### src/rtl/cpu_pkg.sv
// Shared encodings for the LEGv8 multi-cycle sequencer.
package cpu_pkg;

  localparam int STATE_W     = 3;
  localparam int INSTR_BYTES = 4;

  localparam logic [STATE_W-1:0] S_FETCH  = 3'd0;
  localparam logic [STATE_W-1:0] S_DECODE = 3'd1;
  localparam logic [STATE_W-1:0] S_EXEC   = 3'd2;
  localparam logic [STATE_W-1:0] S_MEM    = 3'd3;
  localparam logic [STATE_W-1:0] S_WB     = 3'd4;
  localparam logic [STATE_W-1:0] S_HALT   = 3'd5;
  localparam logic [STATE_W-1:0] S_FAULT  = 3'd6;

  function automatic logic [63:0] seq_pc(input logic [63:0] pc_cur);
    return pc_cur + 64'(INSTR_BYTES);
  endfunction

endpackage

### src/rtl/cpu_sequencer_mem_wait_timer.sv
// Memory wait watchdog: flags a request that has gone unacknowledged for TIMEOUT cycles.
module mem_wait_timer #(
  parameter int TIMEOUT = 255
) (
  input  logic clk,
  input  logic reset,
  input  logic req,
  input  logic ack,
  output logic expired
);

  localparam int W = (TIMEOUT > 1) ? $clog2(TIMEOUT) : 1;
  localparam logic [W-1:0] LOAD = W'(TIMEOUT - 1);

  // Down-counter of wait cycles left; terminal count is reached on the last allowed cycle.
  logic [W-1:0] remaining;

  always_ff @(posedge clk) begin
    if (!reset) begin
      remaining <= LOAD;
    end else if (!req || ack) begin
      remaining <= LOAD;
    end else if (remaining != '0) begin
      remaining <= remaining - 1'b1;
    end
  end

  // An ack on the final cycle wins over expiry.
  assign expired = req && !ack && (remaining == '0);

endmodule

### src/rtl/cpu_sequencer.sv
// Multi-cycle LEGv8 control sequencer: owns PC, retired count and halt/fault state.
//
// state  | meaning
// FETCH  | instruction fetch request outstanding
// DECODE | instruction register valid, decode/halt check
// EXEC   | ALU cycle, select memory phase or writeback
// MEM    | data load/store request outstanding
// WB     | register/flag writeback, PC update, retire
// HALT   | stopped by HLT, sticky until reset
// FAULT  | stopped by timeout or misaligned branch, sticky until reset
module cpu_sequencer
  import cpu_pkg::*;
#(
  parameter logic [63:0] INITPC  = 64'h0,
  parameter int          TIMEOUT = 255
) (
  input  logic         clk,
  input  logic         reset,
  input  logic         mem_ack,
  input  logic         is_load,
  input  logic         is_store,
  input  logic         is_halt,
  input  logic         RegWrite,
  input  logic         FlagWrite,
  input  logic         branch_taken,
  input  logic [63:0]  pc_target,
  output logic [63:0]  pc,
  output logic         mem_req,
  output logic         mem_sel,
  output logic         mem_we,
  output logic         ir_load,
  output logic         mdr_load,
  output logic         reg_write_en,
  output logic         flag_write_en,
  output logic         halted,
  output logic         fault,
  output logic [63:0]  instret,
  output logic [2:0]   state
);

  logic [STATE_W-1:0] state_q, state_d;
  logic [63:0]        pc_q, pc_d;
  logic [63:0]        instret_q, instret_d;
  logic               expired;
  logic               misaligned;

  mem_wait_timer #(.TIMEOUT(TIMEOUT)) u_wait_timer (
    .clk     (clk),
    .reset   (reset),
    .req     (mem_req),
    .ack     (mem_ack),
    .expired (expired)
  );

  assign misaligned = branch_taken && (pc_target[1:0] != 2'b00);

  always_comb begin
    state_d   = state_q;
    pc_d      = pc_q;
    instret_d = instret_q;
    case (state_q)
      S_FETCH: begin
        if (mem_ack)      state_d = S_DECODE;
        else if (expired) state_d = S_FAULT;
      end
      S_DECODE: state_d = is_halt ? S_HALT : S_EXEC;
      S_EXEC:   state_d = (is_load || is_store) ? S_MEM : S_WB;
      S_MEM: begin
        if (mem_ack)      state_d = S_WB;
        else if (expired) state_d = S_FAULT;
      end
      S_WB: begin
        if (misaligned) begin
          state_d = S_FAULT;
        end else begin
          pc_d      = branch_taken ? pc_target : seq_pc(pc_q);
          instret_d = instret_q + 64'd1;
          state_d   = S_FETCH;
        end
      end
      S_HALT:  state_d = S_HALT;
      S_FAULT: state_d = S_FAULT;
      default: state_d = S_FAULT;
    endcase
  end

  always_ff @(posedge clk) begin
    if (!reset) begin
      state_q   <= S_FETCH;
      pc_q      <= INITPC;
      instret_q <= 64'd0;
    end else begin
      state_q   <= state_d;
      pc_q      <= pc_d;
      instret_q <= instret_d;
    end
  end

  // Strobes are forced low while reset is asserted so nothing fires mid-reset.
  always_comb begin
    mem_req       = 1'b0;
    mem_sel       = 1'b0;
    mem_we        = 1'b0;
    ir_load       = 1'b0;
    mdr_load      = 1'b0;
    reg_write_en  = 1'b0;
    flag_write_en = 1'b0;
    halted        = 1'b0;
    fault         = 1'b0;
    if (reset) begin
      case (state_q)
        S_FETCH: begin
          mem_req = 1'b1;
          ir_load = mem_ack;
        end
        S_MEM: begin
          mem_req  = 1'b1;
          mem_sel  = 1'b1;
          mem_we   = is_store;
          mdr_load = mem_ack && is_load;
        end
        S_WB: begin
          reg_write_en  = RegWrite && !is_store;
          flag_write_en = FlagWrite;
        end
        S_HALT: halted = 1'b1;
        S_FAULT, 3'd7: begin
          halted = 1'b1;
          fault  = 1'b1;
        end
        default: ;
      endcase
    end
  end

  assign pc      = pc_q;
  assign instret = instret_q;
  assign state   = state_q;

endmodule

### config.mk
export PLATFORM = sky130hd
export DESIGN_NAME = cpu_sequencer
export DESIGN_NICKNAME = d
export VERILOG_FILES = /design/src/rtl/cpu_pkg.sv /design/src/rtl/cpu_sequencer_mem_wait_timer.sv /design/src/rtl/cpu_sequencer.sv
export SDC_FILE = /design/constraint.sdc
export NUM_CORES = 1
export LEC_CHECK = 0
export CAP_MARGIN = 10
export CORE_ASPECT_RATIO = 0.5
export CORE_UTILIZATION = 45
export CTS_BUF_LIST = sky130_fd_sc_hd__clkbuf_8
export DETAILED_ROUTE_END_ITERATION = 7
export PLACE_DENSITY = 0.78
export RECOVER_POWER = 100
export SYNTH_ARGS = -nofsm -noshare
export SYNTH_HDL_FRONTEND = slang
export SYNTH_SLANG_ARGS = --single-unit
### constraint.sdc
create_clock -name clk -period 2.9 [get_ports clk]
set_input_delay 0.58 -clock clk [delete_from_list [all_inputs] [get_ports clk]]
set_output_delay 0.58 -clock clk [all_outputs]
set_load 0.1 [all_outputs]
==> results of run 1 <==
## area by class of cell
type / count / area (um^2)
multi-input combinational: 802 / 4740
clock buffer: 17 / 234
sequential: 139 / 2850
inverter: 19 / 72.6
fill: 1651 / 6740
tap: 227 / 284
timing repair buffer: 251 / 1600
clock inverter: 15 / 164
## path summary, 6_finish.rpt
kind | end | start | slack [ns]
worst min register to register | instret[63]$_SDFFE_PN0P_ | instret[63]$_SDFFE_PN0P_ | 0.47
worst min-delay path | instret[63]$_SDFFE_PN0P_ | instret[63]$_SDFFE_PN0P_ | 0.47
worst max register to register | instret[62]$_SDFFE_PN0P_ | state[1]$_SDFF_PN0_ | 0.16
worst max-delay path | instret[62]$_SDFFE_PN0P_ | pc_target[1] | 0.08
## cells by family (layout without fill, tap and decap cells)
| group | after synthesis | count (layout) | share of synthesized area (%) |
|---|---|---|---|
| simple gates | 501 | 501 | 32.7 |
| compound gates | 227 | 227 | 18.8 |
| flops | 139 | 139 | 35.6 |
| buf+inv | 82 | 302 | 4.07 |
| xor+xnor | 52 | 52 | 5.83 |
| mux | 18 | 18 | 2.37 |
| fa+ha+maj | 4 | 4 | 0.641 |
## registers in the layout, indices dropped and copies added (netlist names)
name / count
u_wait_timer.remaining: 8
state: 3
instret: 64
pc: 64
## Yosys cell counts, types with 15 or more instances
cell type  instances
nand3_1           58
dfxtp_1          139
and4_1            18
or3_1             15
nor4_1            25
xnor2_1           29
nor2_1           128
inv_1             17
o21ai_0           51
nor3_1            36
and3_1            29
nand2_1           99
or4_1             15
nand4_1           35
xor2_1            23
a21oi_1           65
clkbuf_1          56
## layer usage
layer,GRT usage (%),share of wire (%)
met5,0,0
met4,9.14,2.2
met3,4.31,7.0
met2,46.5,47
met1,36.9,44
## through the flow
stage	setup TNS (ns)	cell area, um^2	cells	hold WS [ns]
finish	0	9940	1470	0.474
global route	0	9940	1470	0.498
CTS	0	10600	1470	0.483
detailed placement	-7.00	10200	1438	0.465
global placement	-5.31	10200	1438	0.457
floorplan	-0.500	7910	1023	0.475
## where the power goes
part           internal (W)  leakage (nW)  switching (W)
logic              0.000300          1.90       0.000825
clock network      0.000658         0.198       0.000956
registers           0.00197          1.14      0.0000883
total               0.00293          3.24        0.00187
## worst min-delay path, stage by stage (launching register included)
cell	delay, ns
dfxtp_1	0.32
nand2_1	0.05
mux2i_1	0.05
## layout by cell type, fill, tap and decap left out, types with 6 or more instances in the layout
cell             synthesis  layout
a22oi_1                 11      11
dfxtp_2                  0      38
xor2_1                  23      23
buf_4                    0      24
nand3_1                 58      58
clkbuf_8                 0      17
inv_8                    0       8
clkdlybuf4s50_1          0      70
or3_1                   15      15
and2_1                  12       9
and3_1                  29      28
nand2_1                 99      99
a21oi_1                 65      65
o21ai_0                 51      52
nor4_1                  25      24
mux2i_1                 14      14
a31oi_1                 14      14
nand4_1                 35      35
inv_1                   17      17
nor2b_1                  7       7
dfxtp_1                139      97
o211ai_1                 6       6
a221oi_1                 6       6
nor2_1                 128     127
o31ai_1                  9       9
clkbuf_1                56     141
xnor2_1                 29      29
nor3_1                  36      36
buf_12                   0       6
and4_1                  18      18
or4_1                   15      15
o22ai_1                 12      12
## what timing repair did
action / in CTS / in global routing
endpoints found under the setup margin: 0 / 6
hold buffers: 0 / 0
setup buffers: 0 / 0
resized for setup: 0 / 1
==> key figures, run 1 <==
Run status
  – Status: finished clean

Critical path
  – Worst Reg-to-Reg Cells: 6
  – Crit-path max FO: 7
  – Max incr delay on CP: 0.55 ns
  – Critical path's top delay family: simple AND/OR/NAND/NOR gates
  – WP data required: 3.27 ns
  – Buffers & Inverters on Critical Path: 1
  – Cells along the critical path: clkdlybuf4s50_1 -> o21a_1 -> or3_1 -> or4_4 -> or3_4 -> or4_1 -> a21oi_1
  – Crit. End Element: register
  – CP Launch Type: input pin
  – Worst endpoint data arrival time: 3.20 ns
  – WP depth: 7
  – CP max-delay cell: or4_4
  – Setup CP Type: in -> reg

Layout
  – Number of diodes: 0
  – Synth-to-Final Area Change: 27.3%
  – Core Util, Final: 59.6%
  – Share of cells above drive strength 1: 10.9%
  – Final #Nets: 1307

Floorplan
  – Initial core utilization: 46.8%
  – Row cnt: 33
  – Core Area: 16700 um^2
  – Die area: 17900 um^2
  – # IOs: 213
  – Chip width: 188 um
  – Die Span Y: 95.2 um

Yosys
  – Synth Flop Type: dfxtp_1
  – Cells after Synth: 1023
  – Synth top area cells: dfxtp_1, nor2_1, nand2_1, a21oi_1, nand3_1
  – Post-Syn Area: 7810 um^2
  – EDFF count, synth: 0
  – Sequential fraction of the synthesis area: 35.6%
  – Syn_area_per_cell: 7.64 um^2
  – Ys async rst share: 0%
  – Synth Register Bits: 139
  – Post-synth top area share: 35.6%
  – Netlist cell types: 67
  – Leading area contributor after synthesis: dfxtp_1
  – Yosys Warn Count: 0
  – Syn Nets: 1100

Timing
  – Hold Vio Cnt, Final: 0
  – Max Freq: 354 MHz
  – Max Slew Vio Count: 0
  – RSZ-0062 raised after global routing: false
  – Slew @ Worst Pin: 1.26 ns
  – Slew margin rel.: 16.5%
  – Post-route clock period utilization: 97.3%
  – Final min period: 2.82 ns
  – Setup violators final: 0
  – Setup slack after layout: 0.0771 ns
  – Clk_skew: 0.0245 ns

Global routing
  – Vias in the first global route: 7975
  – Largest net degree at the start of global routing: 108
  – Global-route wire length before repair: 40300 um
  – GRT overflow: 0
  – Gr usage total: 27.8%
  – Initial antenna violation count: 0

Route
  – DR pass1 iterations: 6
  – Post-DR vias/cell: 6.03
  – Starting DRT DRC Count: 810
  – Residual DRC count: 0
  – Routed Antenna Nets: 0
  – Wire per inst: 17.5 um
  – Final WL: 25800 um
  – Vias: 8860

Power
  – PwrDens: 482 nW/um^2
  – Tot Pwr: 0.00480 W
  – Worst VDD drop: 0.260 mV
  – LEAKAGE: 3.24 nW

Place
  – Place WS: -0.378 ns
  – Final HPWL DP: 18200 um
  – PortBufs: 212
  – GPL Wtd Cong: 0.895

Clock tree
  – CTS Buffer Depth: 2
  – Root buf cell: clkbuf_8
  – TritonCTS clock tree: yes
  – Num CTS Buffers: 17
  – CTS clk-pin slew, worst paths: 0.09 ns
  – Num Clock Sinks: 139
  – Clock insertion delay at the later pin of the skew report: 0.45 ns
  – H-tree depth: 4

Flow run
  – Max capacitance violation total: 0

Min path
  – Hold WC Path Type: reg -> reg
  – Hold Crit Depth: 2
(Power assumes the default switching activity.)
==> run 2, diff against run 1 <==
--- a/config.mk
+++ b/config.mk
@@ -12,6 +12,7 @@
 export DETAILED_ROUTE_END_ITERATION = 7
 export PLACE_DENSITY = 0.78
 export RECOVER_POWER = 100
+export SLEW_MARGIN = 10
 export SYNTH_ARGS = -nofsm -noshare
 export SYNTH_HDL_FRONTEND = slang
 export SYNTH_SLANG_ARGS = --single-unit
==> results of run 2 <==
Final layout, timing and power as in run 1 (identical DEF).
==> run 3, diff against run 2 <==
--- a/config.mk
+++ b/config.mk
@@ -10,7 +10,7 @@
 export CORE_UTILIZATION = 45
 export CTS_BUF_LIST = sky130_fd_sc_hd__clkbuf_8
 export DETAILED_ROUTE_END_ITERATION = 7
-export PLACE_DENSITY = 0.78
+export PLACE_DENSITY = 0.85
 export RECOVER_POWER = 100
 export SLEW_MARGIN = 10
 export SYNTH_ARGS = -nofsm -noshare
==> key figures, run 3 (synthesized netlist as in run 1, its figures left out) <==
Layout
  – Share of cells above drive strength 1: 18.5% (was 10.9%)
  – Synth-to-Final Area Change: 33.2% (was 27.3%)
  – Fill count: 1518 (was 1651)
  – Number of diodes: 0 (unchanged)
  – Multi-input logic area: 4760 um^2 (was 4740 um^2)
  – Most common cell after layout, fill and taps aside: nor2_1 (was clkbuf_1)
  – FF+latch area: 2850 um^2 (about the same)
  – Design area: 10400 um^2 (was 9940 um^2)
  – Fin cells: 1472 (was 1470)
  – Most frequent cells in the layout: nor2_1, buf_4, nand2_1, dfxtp_1, clkdlybuf4s50_1 (was clkbuf_1, nor2_1, nand2_1, dfxtp_1, clkdlybuf4s50_1)
  – Final #Nets: 1309 (was 1307)

Place
  – PortBufs: 212 (unchanged)
  – DP Cell Count: 1440 (was 1438)
  – GPL Wtd Cong: 0.881 (was 0.895)
  – Final HPWL DP: 17700 um (was 18200 um)
  – Placed cell areas: 10200 um^2 (about the same)

Clock tree
  – CTS clk-pin slew, worst paths: 0.09 ns (about the same)
  – Num Clock Sinks: 139 (unchanged)
  – Post-CTS Setup Inserts: 0 (unchanged)
  – H-tree depth: 4 (unchanged)
  – Num CTS Buffers: 17 (unchanged)
  – CTS Buffer Depth: 2 (unchanged)
  – Hold Buf Count CTS: 0 (unchanged)
  – TritonCTS clock tree: yes (unchanged)
  – Root buf cell: clkbuf_8 (unchanged)
  – Clock insertion delay at the later pin of the skew report: 0.43 ns (was 0.45 ns)

Power
  – Comb power frac: 24.5% (was 23.4%)
  – LEAKAGE: 3.64 nW (was 3.24 nW)
  – Switching pwr: 0.00179 W (was 0.00187 W)
  – Tot Pwr: 0.00486 W (was 0.00480 W)
  – Pint: 0.00307 W (was 0.00293 W)
  – PwrDens: 467 nW/um^2 (was 482 nW/um^2)
  – Clk pwr share: 33.1% (was 33.6%)
  – Switching portion of total power: 36.8% (was 39.0%)
  – Sequential power share: 42.4% (was 42.9%)
  – Worst VDD drop: 0.302 mV (was 0.260 mV)

Timing
  – Slew margin rel.: 19.3% (was 16.5%)
  – Final TNS setup: 0 ns (unchanged)
  – Max Freq: 347 MHz (was 354 MHz)
  – Max Slew Vio Count: 0 (unchanged)
  – Setup violators final: 0 (unchanged)
  – RSZ-0062 raised after global routing: true (was false)
  – Post-route clock period utilization: 99.4% (was 97.3%)
  – Hold Vio Cnt, Final: 0 (unchanged)
  – Clk_skew: 0.0135 ns (was 0.0245 ns)
  – Final min period: 2.88 ns (was 2.82 ns)
  – Worst hold slack: 0.474 ns (about the same)
  – Slew @ Worst Pin: 1.22 ns (was 1.26 ns)

Critical path
  – Worst setup path end: instret[62]$_SDFFE_PN0P_ (unchanged)
  – Worst reg-to-reg setup slack: 0.09 ns (was 0.16 ns)
  – Worst endpoint data arrival time: 3.25 ns (was 3.20 ns)
  – R2R Path Start: state[1]$_SDFF_PN0_ (unchanged)
  – Crit Reg-Reg Endpoint: instret[36]$_SDFFE_PN0P_ (was instret[62]$_SDFFE_PN0P_)
  – CP Launch Point: pc_target[0] (was pc_target[1])
  – WP data required: 3.27 ns (about the same)
  – Setup CP Type: in -> reg (unchanged)
  – Worst Reg-to-Reg Cells: 7 (was 6)
  – CP Launch Type: input pin (unchanged)
  – Crit-path max FO: 10 (was 7)
  – Crit. End Element: register (unchanged)

Global routing
  – GR peak layer: met2 (unchanged)
  – Largest net degree at the start of global routing: 108 (unchanged)
  – Grt met1 use: 36.9% (about the same)
  – Initial antenna violation count: 0 (unchanged)
  – Vias in the first global route: 8018 (was 7975)
  – Met3 GRT Util: 4.86% (was 4.31%)
  – Global-route wire length before repair: 40600 um (was 40300 um)
  – GRT met2 Usage: 46.6% (was 46.5%)
  – Gr usage total: 27.9% (was 27.8%)
  – GRT overflow: 0 (unchanged)

Floorplan
  – # IOs: 213 (unchanged)
  – Core Area: 16700 um^2 (unchanged)
  – Initial core utilization: 46.8% (unchanged)
  – Die Span Y: 95.2 um (unchanged)
  – Die area: 17900 um^2 (unchanged)
  – Chip width: 188 um (unchanged)
  – Row cnt: 33 (unchanged)

Min path
  – Hold WC Path Type: reg -> reg (unchanged)
  – Hold wc startpoint: instret[63]$_SDFFE_PN0P_ (unchanged)

Route
  – Vias: 8802 (was 8860)
  – DR pass1 iterations: 5 (was 6)
  – Post-DR vias/cell: 5.98 (was 6.03)
  – Starting DRT DRC Count: 750 (was 810)
  – Final WL: 25300 um (was 25800 um)
  – Routed Antenna Nets: 0 (unchanged)
  – Residual DRC count: 0 (unchanged)
  – Wire per inst: 17.2 um (was 17.5 um)

Run status
  – Status: finished clean (unchanged)

Flow run
  – Max capacitance violation total: 0 (unchanged)
==> run 3: changes by cell type in the layout (fill, tap and decap cells not counted), sizes merged <==
cell | before | now
buf | 32 | 127
bufinv | 0 | 1
clkbuf | 165 | 73
clkdlybuf4s50 | 70 | 71
clkinv | 4 | 5
clkinvlp | 3 | 2
dlygate4sd3 | 1 | 0
inv | 27 | 25
==> run 3: metrics by stage <==
step                setup slack, ns  util, %
floorplan                    -0.171        -
global placement             -0.431     61.2
detailed placement           -0.458     61.2
CTS                          0.0185     63.6
global route                -0.0609     62.4
finish                       0.0164     62.4
==> run 3: worst min path at each step <==
stage	endpoint	depth (start not counted)
floorplan	u_wait_timer.remaining[7]$_SDFFE_PP1P_	2
global placement	instret[63]$_SDFFE_PN0P_	2
detailed placement	instret[63]$_SDFFE_PN0P_	2
CTS	instret[63]$_SDFFE_PN0P_	2
global route	instret[1]$_SDFFE_PN0P_	2
finish	instret[63]$_SDFFE_PN0P_	2
==> run 3: worst max-delay path, cell delays in order <==
cell             delay [ns]
clkdlybuf4s50_1        0.42
o21a_2                 0.27
or3_1                  0.39
or4_4                  0.56
or3_4                  0.43
or4_1                  0.48
a21oi_1                0.12
==> run 3: final cells by class <==
class	count	area share, %
Sequential cell	139	27.4
Tap cell	227	2.73
Multi-Input combinational cell	802	45.8
Inverter	19	0.697
Clock buffer	18	2.38
Clock inverter	14	1.48
Timing Repair Buffer	253	19.6
==> run 3: layer usage <==
layer  up-vias  part of all wire (%)
met4         0                   1.8
met1      4183                    43
met5         -                     0
met2       378                    47
met3        39                   7.8
li1       4202                     -
==> run 3: power groups by stage <==
stage	sequential (W)	combinational (W)	clock, W
6_report	0.00206	0.00119	0.00161
5_1_grt	0.00207	0.00125	0.00173
4_1_cts	0.00206	0.00119	0.00164
3_5_place_dp	0.00210	0.00119	0
3_3_place_gp	0.00210	0.00117	0
2_1_floorplan	0.00248	0.000425	0
==> run 3: repair_timing <==
item,4_1_cts,5_1_grt
gates resized for setup,0,2
setup endpoints to repair,0,5
endpoints found under the hold margin,0,0
